[src/rtl/instr_fetch_prims_pkg.sv]
// rtl/instr_fetch_prims_pkg.sv - shared widths, PC type and ROM image for the fetch slice
package instr_fetch_prims_pkg;

  localparam int PC_W    = 30;
  localparam int INSTR_W = 32;
  localparam int IMM_W   = 16;
  localparam int JADDR_W = 26;

  typedef logic [PC_W-1:0] word_pc_t;

  // Program image byte at a given ROM byte index; every byte is defined so
  // the fetch path never produces X.
  function automatic logic [7:0] rom_image_byte(input int unsigned idx);
    return 8'((idx * 7 + 3) & 32'hFF);
  endfunction

endpackage

[src/rtl/instr_fetch_prims_prims.sv]
// rtl/instr_fetch_prims_prims.sv - 30-bit 2:1 mux and 16->30 sign extender
module mux2_30
  import instr_fetch_prims_pkg::*;
(
  input  word_pc_t a,
  input  word_pc_t b,
  input  logic     sel,
  output word_pc_t y
);

  assign y = sel ? a : b;

endmodule

module signext16_30
  import instr_fetch_prims_pkg::*;
(
  input  logic [IMM_W-1:0] x,
  output word_pc_t         y
);

  assign y = {{(PC_W-IMM_W){x[IMM_W-1]}}, x};

endmodule

[src/rtl/instr_fetch_prims_rom.sv]
// rtl/instr_fetch_prims_rom.sv - byte-organised big-endian instruction ROM, combinational read
module rom
  import instr_fetch_prims_pkg::*;
#(
  parameter int ROM_BYTES = 256,
  parameter int ROM_AW    = 8
) (
  input  logic [ROM_AW-1:0]  addr,
  output logic [INSTR_W-1:0] data
);

  // Byte storage; the image is constant, so this is a pure lookup table.
  if (1) begin : storage
    logic [7:0] bytes [ROM_BYTES];
    for (genvar i = 0; i < ROM_BYTES; i++) begin : g_img
      assign bytes[i] = rom_image_byte(i);
    end
  end

  // Byte lanes wrap modulo ROM_BYTES through the natural overflow of ROM_AW.
  logic [ROM_AW-1:0] a1, a2, a3;
  assign a1 = addr + ROM_AW'(1);
  assign a2 = addr + ROM_AW'(2);
  assign a3 = addr + ROM_AW'(3);

  assign data = {storage.bytes[addr], storage.bytes[a1],
                 storage.bytes[a2],   storage.bytes[a3]};

endmodule

[src/rtl/instr_fetch_prims.sv]
// rtl/instr_fetch_prims.sv - word PC register, next-PC selection and instruction ROM
module instr_fetch_prims
  import instr_fetch_prims_pkg::*;
#(
  parameter int       ROM_BYTES = 256,
  parameter int       ROM_AW    = 8,
  parameter word_pc_t PC_RESET  = 30'h3FFF_FFFF
) (
  input  logic                clk,
  input  logic                rst,
  input  logic [IMM_W-1:0]    imm16,
  input  logic [JADDR_W-1:0]  addr26,
  input  logic                is_branch,
  input  logic                is_jump,
  output logic [INSTR_W-1:0]  instruction,
  output word_pc_t            pc
);

  word_pc_t pc_seq, imm_ext, pc_branch, pc_jump, pc_sb, pc_new;
  logic [ROM_AW-1:0] rom_addr;

  assign pc_seq = pc + 30'd1;

  signext16_30 u_sext (
    .x (imm16),
    .y (imm_ext)
  );

  // Branch offset is applied to the current PC, not PC+1.
  assign pc_branch = pc + imm_ext;
  assign pc_jump   = {pc[PC_W-1:JADDR_W], addr26};

  mux2_30 bmux (
    .a   (pc_branch),
    .b   (pc_seq),
    .sel (is_branch),
    .y   (pc_sb)
  );

  // Jump wins over branch when both are requested.
  mux2_30 jmux (
    .a   (pc_jump),
    .b   (pc_sb),
    .sel (is_jump),
    .y   (pc_new)
  );

  // PC advances on the falling edge; reset forces it to PC_RESET immediately.
  always_ff @(negedge clk or posedge rst) begin
    if (rst) pc <= PC_RESET;
    else     pc <= pc_new;
  end

  // Only the low PC bits reach the ROM; higher bits alias.
  assign rom_addr = {pc[ROM_AW-3:0], 2'b00};

  rom #(
    .ROM_BYTES (ROM_BYTES),
    .ROM_AW    (ROM_AW)
  ) u_rom (
    .addr (rom_addr),
    .data (instruction)
  );

endmodule

[config.mk]
export PLATFORM = sky130hd
export DESIGN_NAME = instr_fetch_prims
export DESIGN_NICKNAME = d
export VERILOG_FILES = /design/src/rtl/instr_fetch_prims_pkg.sv /design/src/rtl/instr_fetch_prims_prims.sv /design/src/rtl/instr_fetch_prims_rom.sv /design/src/rtl/instr_fetch_prims.sv
export SDC_FILE = /design/constraint.sdc
export NUM_CORES = 1
export LEC_CHECK = 0
export BUFFER_PORTS_ARGS = -buffer_cell sky130_fd_sc_hd__buf_2
export CAP_MARGIN = 5
export CORE_ASPECT_RATIO = 0.5
export CORE_MARGIN = 5
export CORE_UTILIZATION = 35
export DETAILED_ROUTE_END_ITERATION = 6
export GPL_ROUTABILITY_DRIVEN = 0
export PLACE_DENSITY = 0.62
export SYNTH_ARGS = -nofsm -noshare
export SYNTH_HDL_FRONTEND = slang
export SYNTH_SLANG_ARGS = --single-unit
[constraint.sdc]
create_clock -name clk -period 3.2 [get_ports clk]
set_clock_uncertainty 0.05 [all_clocks]
set_input_delay 0 -clock clk [delete_from_list [all_inputs] [get_ports clk]]
set_output_delay 0 -clock clk [all_outputs]
set_load 0.03 [all_outputs]
* Word-level counts from Yosys, hierarchy flattened
Memories as Yosys holds them, arrays and structs flattened. Cells that the tools add are included.
Cells by class: $add $sub $neg 5, magnitude comparators 4, bitwise logic cells 4, mux-type cells 10
Operator list (count):
- $mux W8 | 8
- $ge A9 B9 Y1 const B | 4
- $not A8 Y9 | 4
- $add A30 B1 Y30 const B | 1
- $add A30 B30 Y30 | 1
- $mux W30 | 1
- $mux W26 | 1
- $add A8 B2 Y8 const B | 2
- $add A8 B1 Y8 const B | 1
Word-level totals: word-level logic and storage cells 29, output and inout port bits 62, register bits after elaboration 30, input port bits 46, memory bits (read-only) 8192, memories kept 4
Memories:
- (name not given) | depth 256, bits a word 8, read ports 1, clocked after Yosys merged registers in 0, write ports 0, RTL line instr_fetch_prims_rom.sv:26 | assign data = {storage.bytes[addr], storage.bytes[a1],
- (name not given) | depth 256, bits a word 8, read ports 1, clocked after Yosys merged registers in 0, write ports 0, RTL line instr_fetch_prims_rom.sv:26
- (name not given) | depth 256, bits a word 8, read ports 1, clocked after Yosys merged registers in 0, write ports 0, RTL line instr_fetch_prims_rom.sv:27 | storage.bytes[a2], storage.bytes[a3]};
- (name not given) | depth 256, bits a word 8, read ports 1, clocked after Yosys merged registers in 0, write ports 0, RTL line instr_fetch_prims_rom.sv:27

* Logic depth before layout (Yosys ltp)
Gate-level depths: netlist of run 1.
depth after elaboration 5, mapped depth 12, gate-level depth less buffers 12

* Modules after synthesis
Synthesis of run 1 repeated with hierarchy kept, for this count alone.
Second synthesis, totals: cells, all modules 857, area total of the unflattened synthesis 6940.4 µm²
Modules (own cells, without submodules):
- instr_fetch_prims | sequential area each 788.3 µm², cells an instance 349, times used 1, area each 2956.6 µm²
- rom | sequential area each 0.0 µm², cells an instance 412, times used 1, area each 2790.2 µm²
- mux2_30 | sequential area each 0.0 µm², cells an instance 33, times used 2, area each 484.2 µm²
- signext16_30 | sequential area each 0.0 µm², cells an instance 30, times used 1, area each 225.2 µm²

==> results of run 1 <==
==> kinds of logic after synthesis <==
logic type | after synthesis
fa+ha+maj | 25
mux | 9
buf+inv | 49
simple gates | 148
xor+xnor | 45
compound gates | 112
flops | 30
other cells | 2
==> report_power, final <==
group | total, mW | internal, mW | leakage, nW | switching, mW
Sequential | 0.706 | 0.536 | 0.315 | 0.170
Clock | 0.684 | 0.413 | 0.241 | 0.272
Combinational | 2.43 | 1.13 | 2.01 | 1.30
==> path summary, 6_finish.rpt <==
path | depth (start not counted) | endpoint | startpoint | slack, ns
min reg2reg | 1 | pc[29] | pc[29] | 0.44
min in group asynchronous | 3 | pc[29] | rst | 1.57
max reg2reg | 14 | pc[28] | pc[0] | 0.23
max | 8 | instruction[15] | pc[0] | -0.45
max in group asynchronous | 3 | pc[14] | rst | 1.48
min | 1 | pc[29] | pc[29] | 0.44
==> worst max-delay path, delay by kind of cell, from the launching register on <==
family / cells / cell delay (ns)
buffers and inverters: 3 / 0.29
AOI/OAI and AO/OA: 2 / 0.31
adders and majority gates: 1 / 0.15
DFF: 1 / 0.63
xor gates and xnor gates: 1 / 0.19
and+or+nand+nor: 1 / 0.06
==> metal layers <==
layer	track usage, %	vias to the layer above
met1	22.86	1754
li1	-	1854
met4	5.762	0
met2	33.30	102
met3	3.633	18
met5	0	-
==> cell type report <==
cell class              count  area share, %
multi-input cells         347          51.75
repair buffers            191          25.15
flip-flops and latches     30          14.33
clock inverters            33          2.739
well taps                 121          2.739
clock buffers               5          2.264
inverters                  11          1.019
==> cells in the final DEF, fill, tap and decap left out, types with 6 or more instances in the layout <==
cell type	n
nand2_1	50
inv_2	6
ha_1	11
dfstp_2	29
buf_2	77
o21ai_2	10
conb_1	8
a21oi_1	14
and2_1	17
o21ai_0	10
nor2_1	17
buf_6	33
nand3_1	10
a21o_1	8
a31oi_1	7
buf_4	79
nand4_1	8
xor2_1	8
xnor2_1	26
a21oi_2	14
inv_1	34
o21ai_1	17
ha_4	11
==> repair_timing <==
action                     CTS  global route
buffers inserted            10             6
setup endpoints to repair   43            41
pin swaps                   35            20
gates resized for setup     97            24
==> results.toml, run 1 <==
[status]
outcome = "finished, violations left"
violations = "negative setup slack"

[cells_and_area]
postLayoutCellArea_um2 = 5527
top_regs = "pc x30"
regMostFlops = "pc"
syn2layout_area_growth_pct = 67.88
n_antenna_cell = 0
seq_area_um2 = 792.0
fill_cells = 793
drive_above_1_share_pct = 52.67
multi_input_area_um2 = 2860
nets = 686
final_util_pct = 59.29
largest_reg_flops = 30
final_cells = 738

[synthesis]
synth.area.top_cells = "dfstp_2, xnor2_1, ha_1, nand2_1, a21oi_1"
netlist_instances = 420
synth_xor_area_share_pct = 11.97
synthAdderAreaFrac_pct = 9.692
yosysMostFrequentCell = "nand2_1"
ys_types = 58
postSynth.asyncResetShare_pct = 100.0
yosys.area_share.simple_pct = 22.50
synth_top_area_share_pct = 23.95
synth_top_area_cell = "dfstp_2"
synth_warnings = 0
synth_edf_count = 0
syn_area_per_cell_um2 = 7.838
synth_top_family_by_area = "simple AND/OR/NAND/NOR gates"
ys_ff_latch = 30
netlist_area_um2 = 3292
synth-seq-area-share_pct = 23.95
synth_top_flop_cell = "dfstp_2"
synth_compound_area_share_pct = 21.32
synthMuxAreaShare_pct = 2.927
synthTopCellsByCount = "nand2_1, xnor2_1, a21oi_1"

[grt]
track_usage_pct = 18.64
grt_overflow = 0
grt_antenna_before_repair = 0
grt_max_degree = 31
grt_pass1_wl_um = 18170
grt_pass1_vias = 3843

[worst_setup_path]
crit_chain = "buf_12 > ha_4 > inv_2 > nand2_2 > a31oi_1 > a31oi_1 > xor2_2 > buf_6"
cp_max_fo = 5
startpoint_type = "flop"
critPathArrivalTime_ns = 3.60
worstSetupEndpointType = "primary output"
critPathMostFrequentCell = "a31oi_1"
cp_data_required_time_ns = 3.15
criticalPathCategory = "reg2out"
slowest_delay_ns = 0.63
cpMaxStageDelayCell = "dfstp_4"

[placement]
dp.cells = 690
place_ws_ns = -0.8790
io_buffers = 99
dpl.hpwl_um = 8170
placed_area_um2 = 4707

[timing]
hold_violations = 0
setup_viol = 38
timing.slew.headroom_pct = 50.03
slew_violations = 0
hold_ws_ns = 0.4394
tightest_slew_ns = 0.7427
grt_setup_unrepaired = "yes"
fin_setup_tns_ns = -8.886
postLayoutSetupSlackWorst_ns = -0.4488

[route]
wl_met3_um = 441
wl_per_cell_um = 14.56
drt_iter0_drc = 160
drt-met1-wl_um = 4966
top_layer_used = "met4"
first_pass_iters = 4
wl_um = 10740
wl_met2_um = 5160
ant_nets = 0
dr_total_vias = 3728
remaining_drc_errors = 0
via_per_inst = 5.051

[clocking]
cts_num_sinks = 30
cts_hold_buf = 0
cts_htree_levels = 2
path_clk_slew_ns = 0.04
cts_buffer_depth = 2
tritoncts = "done"
cts_root_buffer = "clkbuf_16"
cts_buffers = 5
clock_latency_ns = 0.35

[power]
leakagePower_nw = 2.565
ir_worst_vdd_mv = 0.2138
power_per_cell_area_nw_per_um2 = 691.2
p_total_mw = 3.820

[die]
start_util_pct = 35.32
die_h_um = 78.58
die_area_um2 = 11560
core_um2 = 9321
io-pin-count = 108
die-width_um = 147.2
row_count = 25

[hold_path]
hp-class = "reg2reg"

[run]
drv_cap = 0
No activity file was read; power rests on OpenSTA's default activity.
==> run 2, diff against run 1 <==
- CORE_UTILIZATION: 35 -> 45
- PLACE_DENSITY: 0.62 -> 0.75
==> run 2 against run 1 <==
- the run still ends with negative setup slack left
- combinational power is 5% higher
- core utilization grew 19 points
- via count is 7.2% higher
- count of clock-buffer cells in the layout did not move
- first-iteration DRC count increased by 61%
- total power up 4.1%
- register-to-register slack gained 0.02 ns
- sequential cell count unchanged
- critical path depth is the same
- cell area rose by 2.5%
- wire length grew 15%
- final cell count shrank 3.3%
- critical path type unchanged
- largest cell class unchanged
- largest power group unchanged
==> results.toml, run 2 (same netlist as run 1, synthesis figures left out) <==
[power]
leakagePower_nw = 2.616
intPower_mw = 2.117
power_frac_seq_pct = 17.8
pwr-share-comb_pct = 64.3
power_per_cell_area_nw_per_um2 = 701.5
ir_worst_vdd_mv = 0.3291
sw_frac_of_total_pct = 46.74
p_clk_share_pct = 17.8
p_switching_mw = 1.858

[timing]
slew_violations = 0
timing.slew.headroom_pct = 40.10
grt_setup_unrepaired = "yes"
tightest_slew_ns = 0.8903
postLayoutSetupSlackWorst_ns = -0.5459
hold_violations = 0
setup_viol = 39
hold_ws_ns = 0.4339

[route]
wl_per_cell_um = 17.28
wl_um = 12340
ant_nets = 0
first_pass_iters = 5
via_per_inst = 5.597
drt_iter0_drc = 258
dr_total_vias = 3996
remaining_drc_errors = 0

[die]
start_util_pct = 45.65
die_h_um = 70.48
core_um2 = 7212
row_count = 22
die_area_um2 = 9230
io-pin-count = 108
die-width_um = 131.0

[clocking]
tritoncts = "done"
clock_latency_ns = 0.37
cts_buffer_depth = 2
path_clk_slew_ns = 0.03
cts_buffers = 5
cts_num_sinks = 30
cts_hold_buf = 0
cts_root_buffer = "clkbuf_16"
cts_htree_levels = 2

[worst_setup_path]
crit_chain = "inv_4 > buf_4 > nor2_1 > nor3_1 > a31oi_1 > a21oi_2 > xor2_2 > buf_6"
criticalPathCategory = "reg2out"
worstSetupEndpointType = "primary output"
cp_data_required_time_ns = 3.15
slowest_delay_ns = 0.56
critPathArrivalTime_ns = 3.70
cpMaxStageDelayCell = "dfstp_2"
cp_max_fo = 6
startpoint_type = "flop"

[cells_and_area]
layout_commonest_cell = "buf_2"
n_antenna_cell = 0
regMostFlops = "pc"
top_regs = "pc x30"
largest_reg_flops = 30
drive_above_1_share_pct = 54.69
syn2layout_area_growth_pct = 72.14
postLayoutCellArea_um2 = 5667
nets = 687
final_cells = 714
final_cell_mix = "buf_2, buf_4, nand2_1"
final_util_pct = 78.57

[grt]
grt_pass1_wl_um = 18830
grt_pass1_vias = 4049
grt_max_degree = 31
grt_antenna_before_repair = 0
grt_overflow = 0
track_usage_pct = 25.16

[hold_path]
hp-class = "reg2reg"

[status]
outcome = "finished, violations left"
violations = "negative setup slack"

[placement]
placed_area_um2 = 4676
dp.cells = 665
dpl.hpwl_um = 7741
io_buffers = 99

[run]
drv_cap = 0
run 2: final timing paths:
kind,start,endpoint,slack [ns],depth (start not counted)
max in group asynchronous,rst,pc[19],1.49,3
min in group asynchronous,rst,pc[0],1.55,3
min reg2reg,pc[29],pc[29],0.43,1
max reg2reg,pc[0],pc[24],0.25,14
max,pc[1],instruction[23],-0.55,8
min,pc[29],pc[29],0.43,1
run 2: per-layer routing:
metal  up-vias  GRT usage (%)  wire length (um)
met5         -              0                 0
met4         0          12.88               422
met3        52          5.195               783
met2       194          43.65              6303
met1      1890          29.00              4825
li1       1860              -                 -
run 2: area by class of cell:
cell class              instances  area, um^2
clock buffers                   5       125.1
clock inverters                33       151.4
fillers                       433        1545
inverters                      11       61.31
multi-input cells             347        2975
flip-flops and latches         30       792.0
well taps                      96       120.1
repair buffers                192        1441
run 2: critical path: cells and delay by family (launching register included):
kind	cells	cell delay, ns
DFF	1	0.56
and+or+nand+nor	2	0.39
xor gates and xnor gates	1	0.15
buffers and inverters	3	0.38
AOI/OAI and AO/OA	2	0.26
run 2: stage by stage:
step / setup WS (ns) / power [mW] / TNS, ns
finish: -0.5459 / 3.975 / -10.98
global route: -0.6333 / 4.193 / -12.94
CTS: -0.4134 / 3.767 / -9.137
detailed placement: -0.9267 / 2.793 / -16.82
global placement: -0.8099 / 2.760 / -15.16
floorplan: -0.6561 / 2.196 / -8.064
run 2: power groups by stage:
stage          clock network [mW]  registers (mW)  logic [mW]
3_3_place_gp               0.0592           0.692        2.01
5_1_grt                     0.763           0.720        2.71
4_1_cts                     0.712           0.696        2.36
2_1_floorplan              0.0592           0.811        1.33
3_5_place_dp               0.0592           0.694        2.04
6_report                    0.710           0.709        2.56
run 2: timing repair:
action	CTS	global route
pin swaps	30	24
hold endpoints to repair	0	0
gates cloned	1	0
buffers inserted	10	9
setup endpoints to repair	42	40
gates resized for setup	98	53
==> run 3, diff against run 2 <==
- CORE_UTILIZATION: 45 -> 32
- PLACE_DENSITY: 0.75 -> 0.58
- clock period: 3.2 -> 4.55 ns (I/O delays scaled with it)
==> run 3 against run 2 <==
- the flow now finishes without violations
- global-route usage decreased by 9.9 points
- clock power decreased by 40%
- cell area decreased by 21%
==> results.toml, run 3 (same netlist as run 1, synthesis figures left out) <==
[status]
outcome = "completed"

[grt]
grt_use_met2_pct = 26.97
grt_overflow = 0
grt_max_degree = 31
grt_pass1_vias = 3486
met3_usage_pct = 3.684
grt_antenna_before_repair = 0
grt.busiest_layer = "met2"
track_usage_pct = 15.25
grt_use_met1_pct = 18.10
grt_pass1_wl_um = 15960

[timing]
setup_viol = 0
slew_violations = 0
hold_violations = 0
timing.slew.headroom_pct = 52.62
tightest_slew_ns = 0.7042
fin_setup_tns_ns = 0

[route]
drt_iter0_drc = 210
dr_total_vias = 3497
via_per_inst = 4.925
wl_um = 9862
wl_per_cell_um = 13.89
first_pass_iters = 4
ant_nets = 0
remaining_drc_errors = 0

[power]
ir_worst_vdd_mv = 0.1618
leakagePower_nw = 2.158
power_per_cell_area_nw_per_um2 = 481.8

[cells_and_area]
regMostFlops = "pc"
nets = 640
final_cell_mix = "buf_2, nand2_1, buf_4"
syn2layout_area_growth_pct = 36.53
top_regs = "pc x30"
final_util_pct = 44.42
drive_above_1_share_pct = 36.49
n_antenna_cell = 0
fill_cells = 1052
largest_reg_flops = 30
layout_commonest_cell = "buf_2"

[worst_setup_path]
worstSetupEndpointType = "primary output"
cp_max_fo = 6
critPathArrivalTime_ns = 4.39
startpoint_type = "flop"
criticalPathCategory = "reg2out"
cp_data_required_time_ns = 4.50

[die]
die-width_um = 153.4
io-pin-count = 108
die_area_um2 = 12540
row_count = 26
core_um2 = 10120
die_h_um = 81.72
start_util_pct = 32.54

[placement]
dpl.hpwl_um = 7552
io_buffers = 99

[hold_path]
hp-class = "reg2reg"

[clocking]
cts_root_buffer = "clkbuf_16"
tritoncts = "done"
clock_latency_ns = 0.35
path_clk_slew_ns = 0.05
cts_htree_levels = 2
cts_buffers = 5
cts_buffer_depth = 2
cts_num_sinks = 30
cts_hold_buf = 0

[run]
drv_cap = 0
-- run 3: cell count changes in the layout (fill, tap and decap cells not counted), moves of 5 or more --
cell     previous run  this run
a21oi_1            10        29
o21ai_2             8         1
xnor2_2             7         2
inv_1              35        41
o21ai_0            14        24
buf_4              75        47
ha_4               14         2
buf_6              34         0
a21oi_2            18         3
xnor2_1            24        32
buf_2              77        94
ha_1                9        20
-- run 3: power breakdown --
part	total (mW)	internal, mW	switching, mW
Sequential	0.486	0.377	0.109
Combinational	1.26	0.494	0.763
Clock	0.423	0.231	0.192
-- run 3: critical path: stages, from the launching register on --
cell        delay (ns)
dfstp_2           0.57
clkinvlp_4        0.16
ha_4              0.33
inv_1             0.06
a21o_1            0.15
a21oi_1           0.17
xnor2_1           0.13
clkbuf_4          0.20
-- run 3: path summary, 6_finish.rpt --
| kind | from | to | slack, ns | depth (start not counted) |
|---|---|---|---|---|
| max | pc[1] | instruction[14] | 0.11 | 7 |
| min | pc[29] | pc[29] | 0.44 | 1 |
| max reg2reg | pc[3] | pc[25] | 1.71 | 9 |
| min reg2reg | pc[29] | pc[29] | 0.44 | 1 |
| max in group asynchronous | rst | pc[15] | 2.15 | 3 |
| min in group asynchronous | rst | pc[29] | 2.25 | 3 |
-- run 3: cell type report --
| cell class | instances | area, um^2 | share of cell area, % |
|---|---|---|---|
| Multi-Input combinational cell | 347 | 2384 | 53.03 |
| Inverter | 11 | 45.04 | 1.002 |
| Clock buffer | 5 | 125.1 | 2.784 |
| Sequential cell | 30 | 792.0 | 17.62 |
| Timing Repair Buffer | 145 | 853.3 | 18.99 |
| Clock inverter | 32 | 120.1 | 2.673 |
| Tap cell | 140 | 175.2 | 3.898 |
-- run 3: metal layers --
layer,vias up,routed length [um]
li1,1770,-
met1,1576,4343
met2,130,4672
met3,21,669
met4,0,176
met5,-,0
-- run 3: through the flow --
| stage | setup WS (ns) | power, mW | cells | hold slack [ns] | cell area [um^2] |
|---|---|---|---|---|---|
| 6_report | 0.1055 | 2.165 | 710 | 0.4378 | 4494 |
| 5_1_grt | -0.01180 | 2.339 | 710 | 0.4585 | 4494 |
| 4_1_cts | 0.02083 | 2.154 | 703 | 0.4416 | 4393 |
| 3_5_place_dp | -0.2967 | 1.737 | 667 | 0.4304 | 4133 |
| 3_3_place_gp | -0.1754 | 1.731 | 667 | 0.4274 | 4133 |
| 2_1_floorplan | 0.005032 | 1.398 | 426 | 0.4987 | 3378 |
-- run 3: what timing repair did --
action                                 CTS  global route
endpoints found under the hold margin    0             0
setup buffers                            0             7
setup endpoints to repair                2            14
resized for setup                        3            17
pin swaps                                0             0
